--- src/rtl/id_ctrl_stage_if.sv ---
// Handshake and decode-bundle signals between IF/ID, the decode stage and ID/EX.
interface id_ctrl_stage_if #(
    parameter int PC_W = 32
);
    logic            in_valid;
    logic            in_ready;
    logic [31:0]     in_instr;
    logic [PC_W-1:0] in_pc;

    logic            out_valid;
    logic            out_ready;
    logic [PC_W-1:0] out_pc;
    logic [4:0]      out_rs1;
    logic [4:0]      out_rs2;
    logic [4:0]      out_rd;
    logic            out_RegWrite;
    logic            out_MemWrite;
    logic            out_ALUSrc;
    logic            out_MemtoReg;
    logic            out_jal;
    logic            out_jalr;
    logic            out_branch;
    logic [5:0]      out_IMMOp;
    logic [4:0]      out_ALUOp;
    logic [1:0]      out_WDSel;
    logic [2:0]      out_DMSize;
    logic            out_illegal;

    // Environment side: feeds instructions and consumes the bundle.
    modport master (
        output in_valid, in_instr, in_pc, out_ready,
        input  in_ready, out_valid, out_pc, out_rs1, out_rs2, out_rd,
        input  out_RegWrite, out_MemWrite, out_ALUSrc, out_MemtoReg,
        input  out_jal, out_jalr, out_branch, out_IMMOp, out_ALUOp,
        input  out_WDSel, out_DMSize, out_illegal
    );

    // Decode stage side.
    modport slave (
        input  in_valid, in_instr, in_pc, out_ready,
        output in_ready, out_valid, out_pc, out_rs1, out_rs2, out_rd,
        output out_RegWrite, out_MemWrite, out_ALUSrc, out_MemtoReg,
        output out_jal, out_jalr, out_branch, out_IMMOp, out_ALUOp,
        output out_WDSel, out_DMSize, out_illegal
    );
endinterface

--- src/rtl/id_ctrl_stage.sv ---
// Registered RV32I(M) decode stage: control decode, valid/ready register slice,
// load-use bubble insertion, flush and illegal-instruction flagging.
module id_ctrl_stage #(
    parameter int PC_W          = 32,
    parameter int ENABLE_M      = 1,
    parameter int HAZARD_DETECT = 1,
    parameter int CNT_W         = 16
) (
    input  logic             clk,
    input  logic             rstn,
    input  logic             flush,
    id_ctrl_stage_if.slave   bus,
    output logic [CNT_W-1:0] bubble_cnt
);
    localparam logic [6:0] OP_LUI    = 7'b0110111;
    localparam logic [6:0] OP_AUIPC  = 7'b0010111;
    localparam logic [6:0] OP_JAL    = 7'b1101111;
    localparam logic [6:0] OP_JALR   = 7'b1100111;
    localparam logic [6:0] OP_BRANCH = 7'b1100011;
    localparam logic [6:0] OP_LOAD   = 7'b0000011;
    localparam logic [6:0] OP_STORE  = 7'b0100011;
    localparam logic [6:0] OP_IMM    = 7'b0010011;
    localparam logic [6:0] OP_REG    = 7'b0110011;

    localparam logic [5:0] IMM_SH = 6'b100000;
    localparam logic [5:0] IMM_I  = 6'b010000;
    localparam logic [5:0] IMM_S  = 6'b001000;
    localparam logic [5:0] IMM_B  = 6'b000100;
    localparam logic [5:0] IMM_U  = 6'b000010;
    localparam logic [5:0] IMM_J  = 6'b000001;

    typedef struct packed {
        logic       reg_write;
        logic       mem_write;
        logic       alu_src;
        logic       mem_to_reg;
        logic       jal;
        logic       jalr;
        logic       branch;
        logic [5:0] imm_op;
        logic [4:0] alu_op;
        logic [1:0] wd_sel;
        logic [2:0] dm_size;
        logic       illegal;
    } ctrl_t;

    logic [6:0]      opcode;
    logic [2:0]      funct3;
    logic [6:0]      funct7;
    logic [4:0]      rs1, rs2, rd;
    ctrl_t           ctrl_d, ctrl_q;
    logic            legal, rd_zero;
    logic [4:0]      rd_d;
    logic            valid_q;
    logic [PC_W-1:0] pc_q;
    logic [4:0]      rs1_q, rs2_q, rd_q;
    logic            uses_rs1, uses_rs2, hz, take;

    assign opcode = bus.in_instr[6:0];
    assign rd     = bus.in_instr[11:7];
    assign funct3 = bus.in_instr[14:12];
    assign rs1    = bus.in_instr[19:15];
    assign rs2    = bus.in_instr[24:20];
    assign funct7 = bus.in_instr[31:25];

    // Combinational control decode of the offered instruction.
    always_comb begin
        ctrl_d  = '0;
        legal   = 1'b1;
        rd_zero = 1'b0;
        case (opcode)
            OP_LUI: begin
                ctrl_d.reg_write = 1'b1; ctrl_d.alu_src = 1'b1;
                ctrl_d.imm_op = IMM_U;   ctrl_d.alu_op = 5'd1;
            end
            OP_AUIPC: begin
                ctrl_d.reg_write = 1'b1; ctrl_d.alu_src = 1'b1;
                ctrl_d.imm_op = IMM_U;   ctrl_d.alu_op = 5'd2;
            end
            OP_JAL: begin
                ctrl_d.reg_write = 1'b1; ctrl_d.alu_src = 1'b1; ctrl_d.jal = 1'b1;
                ctrl_d.imm_op = IMM_J;   ctrl_d.alu_op = 5'd3; ctrl_d.wd_sel = 2'b10;
            end
            OP_JALR: begin
                ctrl_d.reg_write = 1'b1; ctrl_d.alu_src = 1'b1; ctrl_d.jalr = 1'b1;
                ctrl_d.imm_op = IMM_I;   ctrl_d.alu_op = 5'd3; ctrl_d.wd_sel = 2'b10;
                legal = (funct3 == 3'b000);
            end
            OP_BRANCH: begin
                ctrl_d.branch = 1'b1; ctrl_d.imm_op = IMM_B; rd_zero = 1'b1;
                case (funct3)
                    3'b000:  ctrl_d.alu_op = 5'd4;
                    3'b001:  ctrl_d.alu_op = 5'd5;
                    3'b100:  ctrl_d.alu_op = 5'd6;
                    3'b101:  ctrl_d.alu_op = 5'd7;
                    3'b110:  ctrl_d.alu_op = 5'd8;
                    3'b111:  ctrl_d.alu_op = 5'd9;
                    default: legal = 1'b0;
                endcase
            end
            OP_LOAD: begin
                ctrl_d.reg_write = 1'b1; ctrl_d.alu_src = 1'b1; ctrl_d.mem_to_reg = 1'b1;
                ctrl_d.imm_op = IMM_I;   ctrl_d.alu_op = 5'd3;  ctrl_d.wd_sel = 2'b01;
                case (funct3)
                    3'b000:  ctrl_d.dm_size = 3'b011;
                    3'b001:  ctrl_d.dm_size = 3'b001;
                    3'b010:  ctrl_d.dm_size = 3'b000;
                    3'b100:  ctrl_d.dm_size = 3'b100;
                    3'b101:  ctrl_d.dm_size = 3'b010;
                    default: legal = 1'b0;
                endcase
            end
            OP_STORE: begin
                ctrl_d.mem_write = 1'b1; ctrl_d.alu_src = 1'b1;
                ctrl_d.imm_op = IMM_S;   ctrl_d.alu_op = 5'd3; rd_zero = 1'b1;
                case (funct3)
                    3'b000:  ctrl_d.dm_size = 3'b011;
                    3'b001:  ctrl_d.dm_size = 3'b001;
                    3'b010:  ctrl_d.dm_size = 3'b000;
                    default: legal = 1'b0;
                endcase
            end
            OP_IMM: begin
                ctrl_d.reg_write = 1'b1; ctrl_d.alu_src = 1'b1; ctrl_d.imm_op = IMM_I;
                case (funct3)
                    3'b000: ctrl_d.alu_op = 5'd3;
                    3'b010: ctrl_d.alu_op = 5'd10;
                    3'b011: ctrl_d.alu_op = 5'd11;
                    3'b100: ctrl_d.alu_op = 5'd12;
                    3'b110: ctrl_d.alu_op = 5'd13;
                    3'b111: ctrl_d.alu_op = 5'd14;
                    3'b001: begin
                        ctrl_d.imm_op = IMM_SH; ctrl_d.alu_op = 5'd15;
                        legal = (funct7 == 7'b0000000);
                    end
                    default: begin
                        ctrl_d.imm_op = IMM_SH;
                        if (funct7 == 7'b0000000)      ctrl_d.alu_op = 5'd16;
                        else if (funct7 == 7'b0100000) ctrl_d.alu_op = 5'd17;
                        else                           legal = 1'b0;
                    end
                endcase
            end
            OP_REG: begin
                ctrl_d.reg_write = 1'b1;
                case (funct7)
                    7'b0000000: begin
                        case (funct3)
                            3'b000:  ctrl_d.alu_op = 5'd3;
                            3'b001:  ctrl_d.alu_op = 5'd15;
                            3'b010:  ctrl_d.alu_op = 5'd10;
                            3'b011:  ctrl_d.alu_op = 5'd11;
                            3'b100:  ctrl_d.alu_op = 5'd12;
                            3'b101:  ctrl_d.alu_op = 5'd16;
                            3'b110:  ctrl_d.alu_op = 5'd13;
                            default: ctrl_d.alu_op = 5'd14;
                        endcase
                    end
                    7'b0100000: begin
                        if (funct3 == 3'b000)      ctrl_d.alu_op = 5'd4;
                        else if (funct3 == 3'b101) ctrl_d.alu_op = 5'd17;
                        else                       legal = 1'b0;
                    end
                    7'b0000001: begin
                        if (ENABLE_M != 0) ctrl_d.alu_op = 5'd18 + {2'b00, funct3};
                        else               legal = 1'b0;
                    end
                    default: legal = 1'b0;
                endcase
            end
            default: legal = 1'b0;
        endcase
        // An illegal word carries only the trap flag; downstream must not act on it.
        if (!legal) begin
            ctrl_d         = '0;
            ctrl_d.illegal = 1'b1;
        end
        rd_d = (legal && rd_zero) ? 5'd0 : rd;
    end

    // Load-use detection against the load currently held in the output register.
    always_comb begin
        uses_rs1 = (opcode == OP_REG) || (opcode == OP_LOAD) || (opcode == OP_IMM) ||
                   (opcode == OP_STORE) || (opcode == OP_BRANCH) || (opcode == OP_JALR);
        uses_rs2 = (opcode == OP_REG) || (opcode == OP_STORE) || (opcode == OP_BRANCH);
        hz = (HAZARD_DETECT != 0) && bus.in_valid && valid_q && ctrl_q.mem_to_reg &&
             (rd_q != 5'd0) &&
             ((uses_rs1 && (rs1 == rd_q)) || (uses_rs2 && (rs2 == rd_q)));
    end

    assign bus.in_ready = flush | ((~valid_q | bus.out_ready) & ~hz);
    assign take         = bus.in_valid & bus.in_ready;

    // Output register: flush clears, transfer-in loads, drain leaves a bubble, stall holds.
    always_ff @(posedge clk or negedge rstn) begin
        if (!rstn) begin
            valid_q <= 1'b0; pc_q <= '0; rs1_q <= '0; rs2_q <= '0; rd_q <= '0; ctrl_q <= '0;
        end else if (flush) begin
            valid_q <= 1'b0; pc_q <= '0; rs1_q <= '0; rs2_q <= '0; rd_q <= '0; ctrl_q <= '0;
        end else if (take) begin
            valid_q <= 1'b1; pc_q <= bus.in_pc; rs1_q <= rs1; rs2_q <= rs2;
            rd_q <= rd_d; ctrl_q <= ctrl_d;
        end else if (bus.out_ready) begin
            valid_q <= 1'b0; pc_q <= '0; rs1_q <= '0; rs2_q <= '0; rd_q <= '0; ctrl_q <= '0;
        end
    end

    // Saturating count of bubbles inserted for load-use hazards.
    always_ff @(posedge clk or negedge rstn) begin
        if (!rstn)
            bubble_cnt <= '0;
        else if (!flush && hz && bus.out_ready && (bubble_cnt != {CNT_W{1'b1}}))
            bubble_cnt <= bubble_cnt + {{(CNT_W-1){1'b0}}, 1'b1};
    end

    assign bus.out_valid    = valid_q;
    assign bus.out_pc       = pc_q;
    assign bus.out_rs1      = rs1_q;
    assign bus.out_rs2      = rs2_q;
    assign bus.out_rd       = rd_q;
    assign bus.out_RegWrite = ctrl_q.reg_write;
    assign bus.out_MemWrite = ctrl_q.mem_write;
    assign bus.out_ALUSrc   = ctrl_q.alu_src;
    assign bus.out_MemtoReg = ctrl_q.mem_to_reg;
    assign bus.out_jal      = ctrl_q.jal;
    assign bus.out_jalr     = ctrl_q.jalr;
    assign bus.out_branch   = ctrl_q.branch;
    assign bus.out_IMMOp    = ctrl_q.imm_op;
    assign bus.out_ALUOp    = ctrl_q.alu_op;
    assign bus.out_WDSel    = ctrl_q.wd_sel;
    assign bus.out_DMSize   = ctrl_q.dm_size;
    assign bus.out_illegal  = ctrl_q.illegal;
endmodule

--- src/flat_wrapper.sv ---
// flat-port wrapper written by rule: the top's interface ports become plain ports
module id_ctrl_stage_flat 
#(
    parameter int PC_W          = 32,
    parameter int ENABLE_M      = 1,
    parameter int HAZARD_DETECT = 1,
    parameter int CNT_W         = 16
)
  (clk, rstn, flush, bubble_cnt, bus_in_valid, bus_in_instr, bus_in_pc, bus_out_ready, bus_in_ready, bus_out_valid, bus_out_pc, bus_out_rs1, bus_out_rs2, bus_out_rd, bus_out_RegWrite, bus_out_MemWrite, bus_out_ALUSrc, bus_out_MemtoReg, bus_out_jal, bus_out_jalr, bus_out_branch, bus_out_IMMOp, bus_out_ALUOp, bus_out_WDSel, bus_out_DMSize, bus_out_illegal);
  id_ctrl_stage_if #(.PC_W(PC_W)) bus_i ();
  input  logic clk;
  input  logic rstn;
  input  logic flush;
  output logic [CNT_W-1:0] bubble_cnt;
  input wire logic [$bits(bus_i.in_valid)-1:0] bus_in_valid;
  input wire logic [$bits(bus_i.in_instr)-1:0] bus_in_instr;
  input wire logic [$bits(bus_i.in_pc)-1:0] bus_in_pc;
  input wire logic [$bits(bus_i.out_ready)-1:0] bus_out_ready;
  output wire logic [$bits(bus_i.in_ready)-1:0] bus_in_ready;
  output wire logic [$bits(bus_i.out_valid)-1:0] bus_out_valid;
  output wire logic [$bits(bus_i.out_pc)-1:0] bus_out_pc;
  output wire logic [$bits(bus_i.out_rs1)-1:0] bus_out_rs1;
  output wire logic [$bits(bus_i.out_rs2)-1:0] bus_out_rs2;
  output wire logic [$bits(bus_i.out_rd)-1:0] bus_out_rd;
  output wire logic [$bits(bus_i.out_RegWrite)-1:0] bus_out_RegWrite;
  output wire logic [$bits(bus_i.out_MemWrite)-1:0] bus_out_MemWrite;
  output wire logic [$bits(bus_i.out_ALUSrc)-1:0] bus_out_ALUSrc;
  output wire logic [$bits(bus_i.out_MemtoReg)-1:0] bus_out_MemtoReg;
  output wire logic [$bits(bus_i.out_jal)-1:0] bus_out_jal;
  output wire logic [$bits(bus_i.out_jalr)-1:0] bus_out_jalr;
  output wire logic [$bits(bus_i.out_branch)-1:0] bus_out_branch;
  output wire logic [$bits(bus_i.out_IMMOp)-1:0] bus_out_IMMOp;
  output wire logic [$bits(bus_i.out_ALUOp)-1:0] bus_out_ALUOp;
  output wire logic [$bits(bus_i.out_WDSel)-1:0] bus_out_WDSel;
  output wire logic [$bits(bus_i.out_DMSize)-1:0] bus_out_DMSize;
  output wire logic [$bits(bus_i.out_illegal)-1:0] bus_out_illegal;
  assign bus_i.in_valid = bus_in_valid;
  assign bus_i.in_instr = bus_in_instr;
  assign bus_i.in_pc = bus_in_pc;
  assign bus_i.out_ready = bus_out_ready;
  assign bus_in_ready = bus_i.in_ready;
  assign bus_out_valid = bus_i.out_valid;
  assign bus_out_pc = bus_i.out_pc;
  assign bus_out_rs1 = bus_i.out_rs1;
  assign bus_out_rs2 = bus_i.out_rs2;
  assign bus_out_rd = bus_i.out_rd;
  assign bus_out_RegWrite = bus_i.out_RegWrite;
  assign bus_out_MemWrite = bus_i.out_MemWrite;
  assign bus_out_ALUSrc = bus_i.out_ALUSrc;
  assign bus_out_MemtoReg = bus_i.out_MemtoReg;
  assign bus_out_jal = bus_i.out_jal;
  assign bus_out_jalr = bus_i.out_jalr;
  assign bus_out_branch = bus_i.out_branch;
  assign bus_out_IMMOp = bus_i.out_IMMOp;
  assign bus_out_ALUOp = bus_i.out_ALUOp;
  assign bus_out_WDSel = bus_i.out_WDSel;
  assign bus_out_DMSize = bus_i.out_DMSize;
  assign bus_out_illegal = bus_i.out_illegal;
  id_ctrl_stage #(.PC_W(PC_W), .ENABLE_M(ENABLE_M), .HAZARD_DETECT(HAZARD_DETECT), .CNT_W(CNT_W)) u_core (.clk(clk), .rstn(rstn), .flush(flush), .bus(bus_i), .bubble_cnt(bubble_cnt));
endmodule
--- config.mk ---
export PLATFORM = sky130hd
export DESIGN_NAME = id_ctrl_stage_flat
export DESIGN_NICKNAME = d
export VERILOG_FILES = /design/src/rtl/id_ctrl_stage_if.sv /design/src/rtl/id_ctrl_stage.sv /design/src/flat_wrapper.sv
export SDC_FILE = /design/constraint.sdc
export NUM_CORES = 1
export LEC_CHECK = 0
export ABC_CLOCK_PERIOD_IN_PS = 4000
export BUFFER_PORTS_ARGS = -buffer_cell sky130_fd_sc_hd__buf_2
export CAP_MARGIN = 20
export CORE_UTILIZATION = 54
export DETAILED_ROUTE_END_ITERATION = 8
export PLACE_DENSITY = 0.89
export SLEW_MARGIN = 20
export SYNTH_ARGS = -nofsm -noshare
export SYNTH_HDL_FRONTEND = slang
export SYNTH_SLANG_ARGS = --single-unit
--- constraint.sdc ---
create_clock -name clk -period 4 [get_ports clk]
set_input_delay 0.2 -clock clk [delete_from_list [all_inputs] [get_ports clk]]
set_output_delay 0.2 -clock clk [all_outputs]
set_load 0.05 [all_outputs]
==> results.cfg, run 1 <==
[yosys]
ys_async_sr_fraction_pct = 100
synthTopCellsByArea = dfrtp_1 (51%), a22o_1 (8.5%), xnor2_1 (3.9%)
yosysTopAreaCell = dfrtp_1
synthCells = 409
synth_edf_count = 0
yosysTopAreaCellShare_pct = 50.5
yosysSeqAreaShare_pct = 50.5
avgSynthCellArea_um2 = 10.5
ys.flop_type = dfrtp_1
ys_ff_latch = 87
ys_warn_count = 0
syn-num-nets = 484
synth.distinct_cells = 57
syn_area_um2 = 4310

[sta]
finalSetupTns_ns = 0
hold_viol_final = 0
final.min_clock_period_ns = 2.69
setup_viol = 0
fin_crit_sh_pct = 67.2
slew_viol_final = 0
fmax_mhz = 372
finClkSkew_ns = 0.0147
slew_headroom_pct = 39.6
worst_pin_slew_ns = 0.905
rsz0062_at_grt = false

[layout]
n_antenna_cell = 0
drive_gt1_share_pct = 33.8
layout_commonest_cell = buf_2
final_area_um2 = 5310
layout_common_cells = buf_2 (156), dfrtp_1 (87), a22o_1 (42), nand2_1 (39), nor2_1 (23)
nets = 623
area_growth_pct = 23.2

[clocking]
cts-buffers-inserted = 9
postCtsHoldBufs = 0
clock-root-buffer = clkbuf_8
cts-resized-gates = 0
clkTransAtPathRegs_ns = 0.10
cts_num_sinks = 87
clock_latency_ns = 0.36
cts_tree = yes
cts_setup_buffers = 0
cts_buffer_depth = 2
h-tree-depth = 3

[global_route]
antenna_found_initial = 0
grt_pass1_vias = 3684
grt_overflow = 0
grt_max_degree = 88
grt_use_total_pct = 28.8
grt_pass1_wl_mm = 19.0

[placement]
place_area_um2 = 5100
io_buffers = 157
dp_hpwl_mm = 8.35
gp_congestion = 0.961

[flow_run]
drv_cap = 0

[floorplanning]
io_pins = 158
die_h_um = 91.3
core_area_um2 = 7730
rows = 32
die_w_um = 91.3
die_area_um2 = 8340
start_util_pct = 55.7

[critical_path]
worst_setup_path_end_kind = flip-flop
r2r_start = u_core.bus.out_rd[0]$_DFFE_PN0P_
cp_data_arrival_time_ns = 2.98
cp-startpoint = u_core.bus.out_rd[0]$_DFFE_PN0P_
cp-start-kind = flip-flop
cp.required_ns = 4.29
rr_worst_depth = 5
rrSetupSlack_ns = 1.31
crit_fanout = 49
worstSetupPathType = flip-flop to flip-flop
worstReg2RegEnd = u_core.bus.out_rd[0]$_DFFE_PN0P_

[pwr]
totalPowerFinal_w = 0.00185
irDropWorstVdd_mv = 0.216
leakagePower_nw = 2.68
powerDensity_nw_per_um2 = 348

[min_path]
hold_class = input port to flip-flop
min_path_cells = 2
worstHoldEndpoint = u_core.bus.out_pc[0]$_DFFE_PN0P_
hold_start = bus_in_pc[0]

[route]
drt-vias-per-instance = 6.07
firstDrtPassIters = 4
wirelength_mm = 11.9
drt_drc_violations_left = 0
via_count = 3975
first_iter_violations = 261
ant_nets = 0
post_drt_wl_per_cell_um = 18.2

[run_status]
status = finished, final reports clean
-- registers in the layout, indices dropped and copies added, names as in the netlist --
| register | cells |
|---|---|
| u_core.bus.out_ALUOp | 5 |
| u_core.bus.out_jalr | 1 |
| u_core.bus.out_rs1 | 5 |
| u_core.bus.out_IMMOp | 6 |
| u_core.bus.out_branch | 1 |
| u_core.bus.out_rs2 | 5 |
| u_core.bubble_cnt | 16 |
| u_core.bus.out_pc | 32 |
| u_core.bus.out_DMSize | 3 |
| u_core.bus.out_MemWrite | 1 |
| u_core.bus.out_valid | 1 |
| u_core.bus.out_ALUSrc | 1 |
| u_core.bus.out_RegWrite | 1 |
| u_core.bus.out_rd | 5 |
| u_core.bus.out_jal | 1 |
| u_core.bus.out_illegal | 1 |
| u_core.bus.out_WDSel | 2 |
-- power by group --
group          switching, W  internal, W  total, W
Clock              0.000357     0.000244  0.000601
Sequential        0.0000188     0.000905  0.000924
Combinational      0.000226    0.0000942  0.000321
Total              0.000603      0.00124   0.00185
-- logic make-up (layout without fill, tap and decap cells) --
group / Yosys count / count (layout) / synth area share [%]
flops: 87 / 87 / 50.5
fa+ha+maj: 6 / 6 / 1.74
xor+xnor: 25 / 25 / 5.08
simple gates: 135 / 135 / 16.6
mux: 3 / 3 / 0.784
compound gates: 115 / 115 / 21.1
buf+inv: 38 / 182 / 4.10
-- worst max-delay path: stages (launching register included) --
cell	delay, ns
dfrtp_1	0.46
or4_1	0.57
o2111a_1	0.31
a21boi_2	0.21
and2_2	0.78
a32o_1	0.29
-- through the flow --
stage	setup WS, ns	util [%]	instances	hold WS, ns
after floorplan	1.22	-	409	-0.0956
after global placement	1.38	66.0	638	0.418
after detailed placement	1.32	66.0	638	0.423
after CTS	1.30	68.5	654	0.0441
after global routing	1.14	68.7	655	0.0427
final	1.31	68.7	655	0.0502
-- cell type report --
class / instances / area, µm²
fillers: 605 / 2420
flip-flops and latches: 87 / 2180
multi-input cells: 284 / 1970
repair buffers: 160 / 817
well taps: 102 / 128
clock buffers: 9 / 124
clock inverters: 7 / 72.6
inverters: 6 / 22.5
-- layer usage --
metal | share of wire [%] | vias to the layer above | GRT usage (%)
met3 | 7.7 | 29 | 5.28
met4 | 2.8 | 0 | 11.6
met1 | 41 | 1936 | 39.3
met2 | 49 | 207 | 45.8
li1 | - | 1803 | -
met5 | 0 | - | 0
-- synth_stat cells, drive strengths merged, types with 5 or more instances --
cell / number
dfrtp: 87
a22o: 42
nand2: 40
nor2: 23
clkbuf: 21
xnor2: 19
o21ai: 18
nand3: 16
nand4: 12
buf: 11
nor3: 8
a32o: 7
o31ai: 7
a22oi: 6
ha: 6
inv: 6
nor2b: 6
xor2: 6
a21oi: 5
nand2b: 5
-- worst max path at each step --
stage	cells after the start	slack, ns	end
2_1_floorplan	8	1.22	u_core.bus.out_pc[10]$_DFFE_PN0P_
3_3_place_gp	5	1.38	u_core.bus.out_IMMOp[0]$_DFFE_PN0P_
3_5_place_dp	8	1.32	u_core.bus.out_DMSize[1]$_DFFE_PN0P_
4_1_cts	5	1.30	u_core.bus.out_rd[0]$_DFFE_PN0P_
5_1_grt	5	1.14	u_core.bus.out_rd[0]$_DFFE_PN0P_
6_report	5	1.31	u_core.bus.out_rd[0]$_DFFE_PN0P_
(Power assumes the default switching activity.)
==> run 2, diff against run 1 <==
ABC_AREA = 1   (was not set)
ABC_CLOCK_PERIOD_IN_PS = 2640   (was 4000)
CORE_UTILIZATION = 51   (was 54)
PLACE_DENSITY = 0.83   (was 0.89)
clock period = 2.64 ns   (was 4 ns; I/O delays follow)
==> results.cfg, run 2 <==
[run_status]
status = finished, final reports clean

[placement]
gp_congestion = 0.953
dp_hpwl_mm = 9.27
place_area_um2 = 5660
io_buffers = 157

[min_path]
hold_start = bus_in_instr[17]
hold_class = input port to flip-flop
min_path_cells = 3

[pwr]
p_seq_share_pct = 51.0
combPwrFrac_pct = 18.8
clkPwrFrac_pct = 30.2
switching_power_w = 0.000867
p_int_w = 0.00187
irDropWorstVdd_mv = 0.240
leakagePower_nw = 3.68
switching_share_pct = 31.7
powerDensity_nw_per_um2 = 442

[critical_path]
r2r_start = u_core.bus.out_rd[1]$_DFFE_PN0P_
rr_worst_depth = 12
cp_data_arrival_time_ns = 2.39
cp.required_ns = 2.92
cp-start-kind = flip-flop
cp-startpoint = u_core.bus.out_rd[1]$_DFFE_PN0P_
worst_setup_path_end_kind = flip-flop
worstSetupPathType = flip-flop to flip-flop
crit_fanout = 55

[yosys]
netlist_top_cells_count = nand2_1 (252), nand3_1 (125), dfrtp_1 (87)
synth_edf_count = 0
yosysMostFrequentCell = nand2_1
synthTopCellsByArea = dfrtp_1 (45%), nand2_1 (20%), nand3_1 (13%)
ys_warn_count = 0
ys_ff_latch = 87
synthCells = 669
yosysTopAreaCell = dfrtp_1
syn-num-nets = 744
synth.distinct_cells = 30
ys_async_sr_fraction_pct = 100
avgSynthCellArea_um2 = 7.23
syn_area_um2 = 4840
yosysTopAreaCellShare_pct = 45.0
yosysSeqAreaShare_pct = 45.0
ys.flop_type = dfrtp_1

[global_route]
grt_overflow = 0
grt_use_total_pct = 27.7
grt_max_degree = 88
grt_pass1_vias = 4775
grt_pass1_wl_mm = 21.7
antenna_found_initial = 0

[floorplanning]
start_util_pct = 52.6
io_pins = 158
rows = 35
core_area_um2 = 9200
die_w_um = 99.4
die_h_um = 99.4
die_area_um2 = 9880

[sta]
slew_headroom_pct = 47.4
setup_viol = 0
rsz0062_at_grt = false
finalSetupTns_ns = 0
worst_pin_slew_ns = 0.790
finClkSkew_ns = 0.0186
final.min_clock_period_ns = 2.10
hold_slack_ns = 0.0100
slew_viol_final = 0
hold_viol_final = 0
fmax_mhz = 475
fin_crit_sh_pct = 79.7

[route]
drt_drc_violations_left = 0
ant_nets = 0
via_count = 5180
firstDrtPassIters = 7
post_drt_wl_per_cell_um = 14.0
drt-vias-per-instance = 5.36
first_iter_violations = 274
wirelength_mm = 13.6

[flow_run]
drv_cap = 0

[layout]
fill_cells = 745
nets = 926
final_area_um2 = 6180
layout_commonest_cell = nand2_1
drive_gt1_share_pct = 22.0
layout_common_cells = nand2_1 (252), buf_2 (156), nand3_1 (125), dfrtp_1 (87), inv_1 (60)
area_growth_pct = 27.7
largest_reg_flops = 32
n_antenna_cell = 0

[clocking]
clock_latency_ns = 0.35
cts_num_sinks = 87
cts_tree = yes
cts_buffer_depth = 2
clock-root-buffer = clkbuf_8
h-tree-depth = 3
cts-buffers-inserted = 9
cts_setup_buffers = 0
clkTransAtPathRegs_ns = 0.10
run 2: cell count changes after synthesis, sizes merged, moves of 7 or more:
cell	change
nand2	+215
nand3	+110
inv	+57
a22o	-42
nor2	+28
clkbuf	-14
xnor2	-14
o21ai	-8
a32o	-7
run 2: power groups by stage:
| stage | clock [W] | combinational (W) | sequential (W) |
|---|---|---|---|
| 6_report | 0.000826 | 0.000513 | 0.00139 |
| 4_1_cts | 0.000840 | 0.000504 | 0.00139 |
| 2_1_floorplan | 0 | 0.000166 | 0.00156 |
| 3_5_place_dp | 0 | 0.000467 | 0.00142 |
| 3_3_place_gp | 0 | 0.000459 | 0.00142 |
| 5_1_grt | 0.000901 | 0.000555 | 0.00140 |
run 2: cell type report:
cell class / count / area [µm²] / area share, %
sequential: 87 / 2180 / 35.2
multi-input combinational: 495 / 2270 / 36.7
clock inverter: 7 / 48.8 / 0.789
timing repair buffer: 195 / 1190 / 19.2
inverter: 63 / 236 / 3.83
tap: 111 / 139 / 2.25
clock buffer: 9 / 124 / 2.00
run 2: layer usage:
| metal | GRT usage [%] | vias to the layer above | part of all wire [%] |
|---|---|---|---|
| met1 | 33.2 | 2370 | 40 |
| met5 | 0 | - | 0 |
| met2 | 47.8 | 261 | 49 |
| met3 | 5.27 | 49 | 7.4 |
| li1 | - | 2500 | - |
| met4 | 13.7 | 0 | 3.8 |
run 2: stage by stage:
stage          util (%)  total power (W)  worst slack, ns  instances
2_1_floorplan         -          0.00172            0.546        669
4_1_cts            67.0          0.00274            0.556        965
3_3_place_gp       61.6          0.00188            0.685        917
6_report           67.2          0.00273            0.536        967
5_1_grt            67.2          0.00285            0.361        967
3_5_place_dp       61.6          0.00189            0.577        917
run 2: repair_timing:
item                      in CTS  in global routing
hold buffers                  32                  2
gates resized for setup        0                  0
hold endpoints to repair      32                 88
run 2: worst paths after layout:
check,endpoint,slack (ns)
worst max-delay path,u_core.bus.out_pc[3]$_DFFE_PN0P_,0.54
worst min-delay path,u_core.bus.out_rs1[2]$_DFFE_PN0P_,0.01
worst max register to register,u_core.bus.out_pc[3]$_DFFE_PN0P_,0.54
worst min register to register,u_core.bus.out_pc[9]$_DFFE_PN0P_,0.50
max in group asynchronous,u_core.bus.out_pc[5]$_DFFE_PN0P_,1.68
min in group asynchronous,u_core.bus.out_pc[1]$_DFFE_PN0P_,0.40
run 2: kinds of logic (layout without fill, tap and decap cells):
kind of cell | count (synthesis) | after routing | share of synthesized area, %
AND/OR/NAND/NOR | 456 | 456 | 40.4
adder cells (fa/ha/maj) | 6 | 6 | 1.55
flip-flops | 87 | 87 | 45.0
AO/OA/AOI/OAI | 20 | 20 | 2.41
buffers and inverters | 87 | 274 | 8.28
XOR/XNOR | 13 | 13 | 2.35
run 2: critical path: stages, from the launching register on:
cell and delay [ns]:
dfrtp_1 0.45, inv_1 0.12, nand2_1 0.06, nand2_1 0.05, nand3_1 0.08, nor2_1 0.13
nand3_1 0.10, nand2_2 0.13, nand2_2 0.08, nand3_2 0.27, buf_12 0.29, nand3_1 0.13
nand2_1 0.11
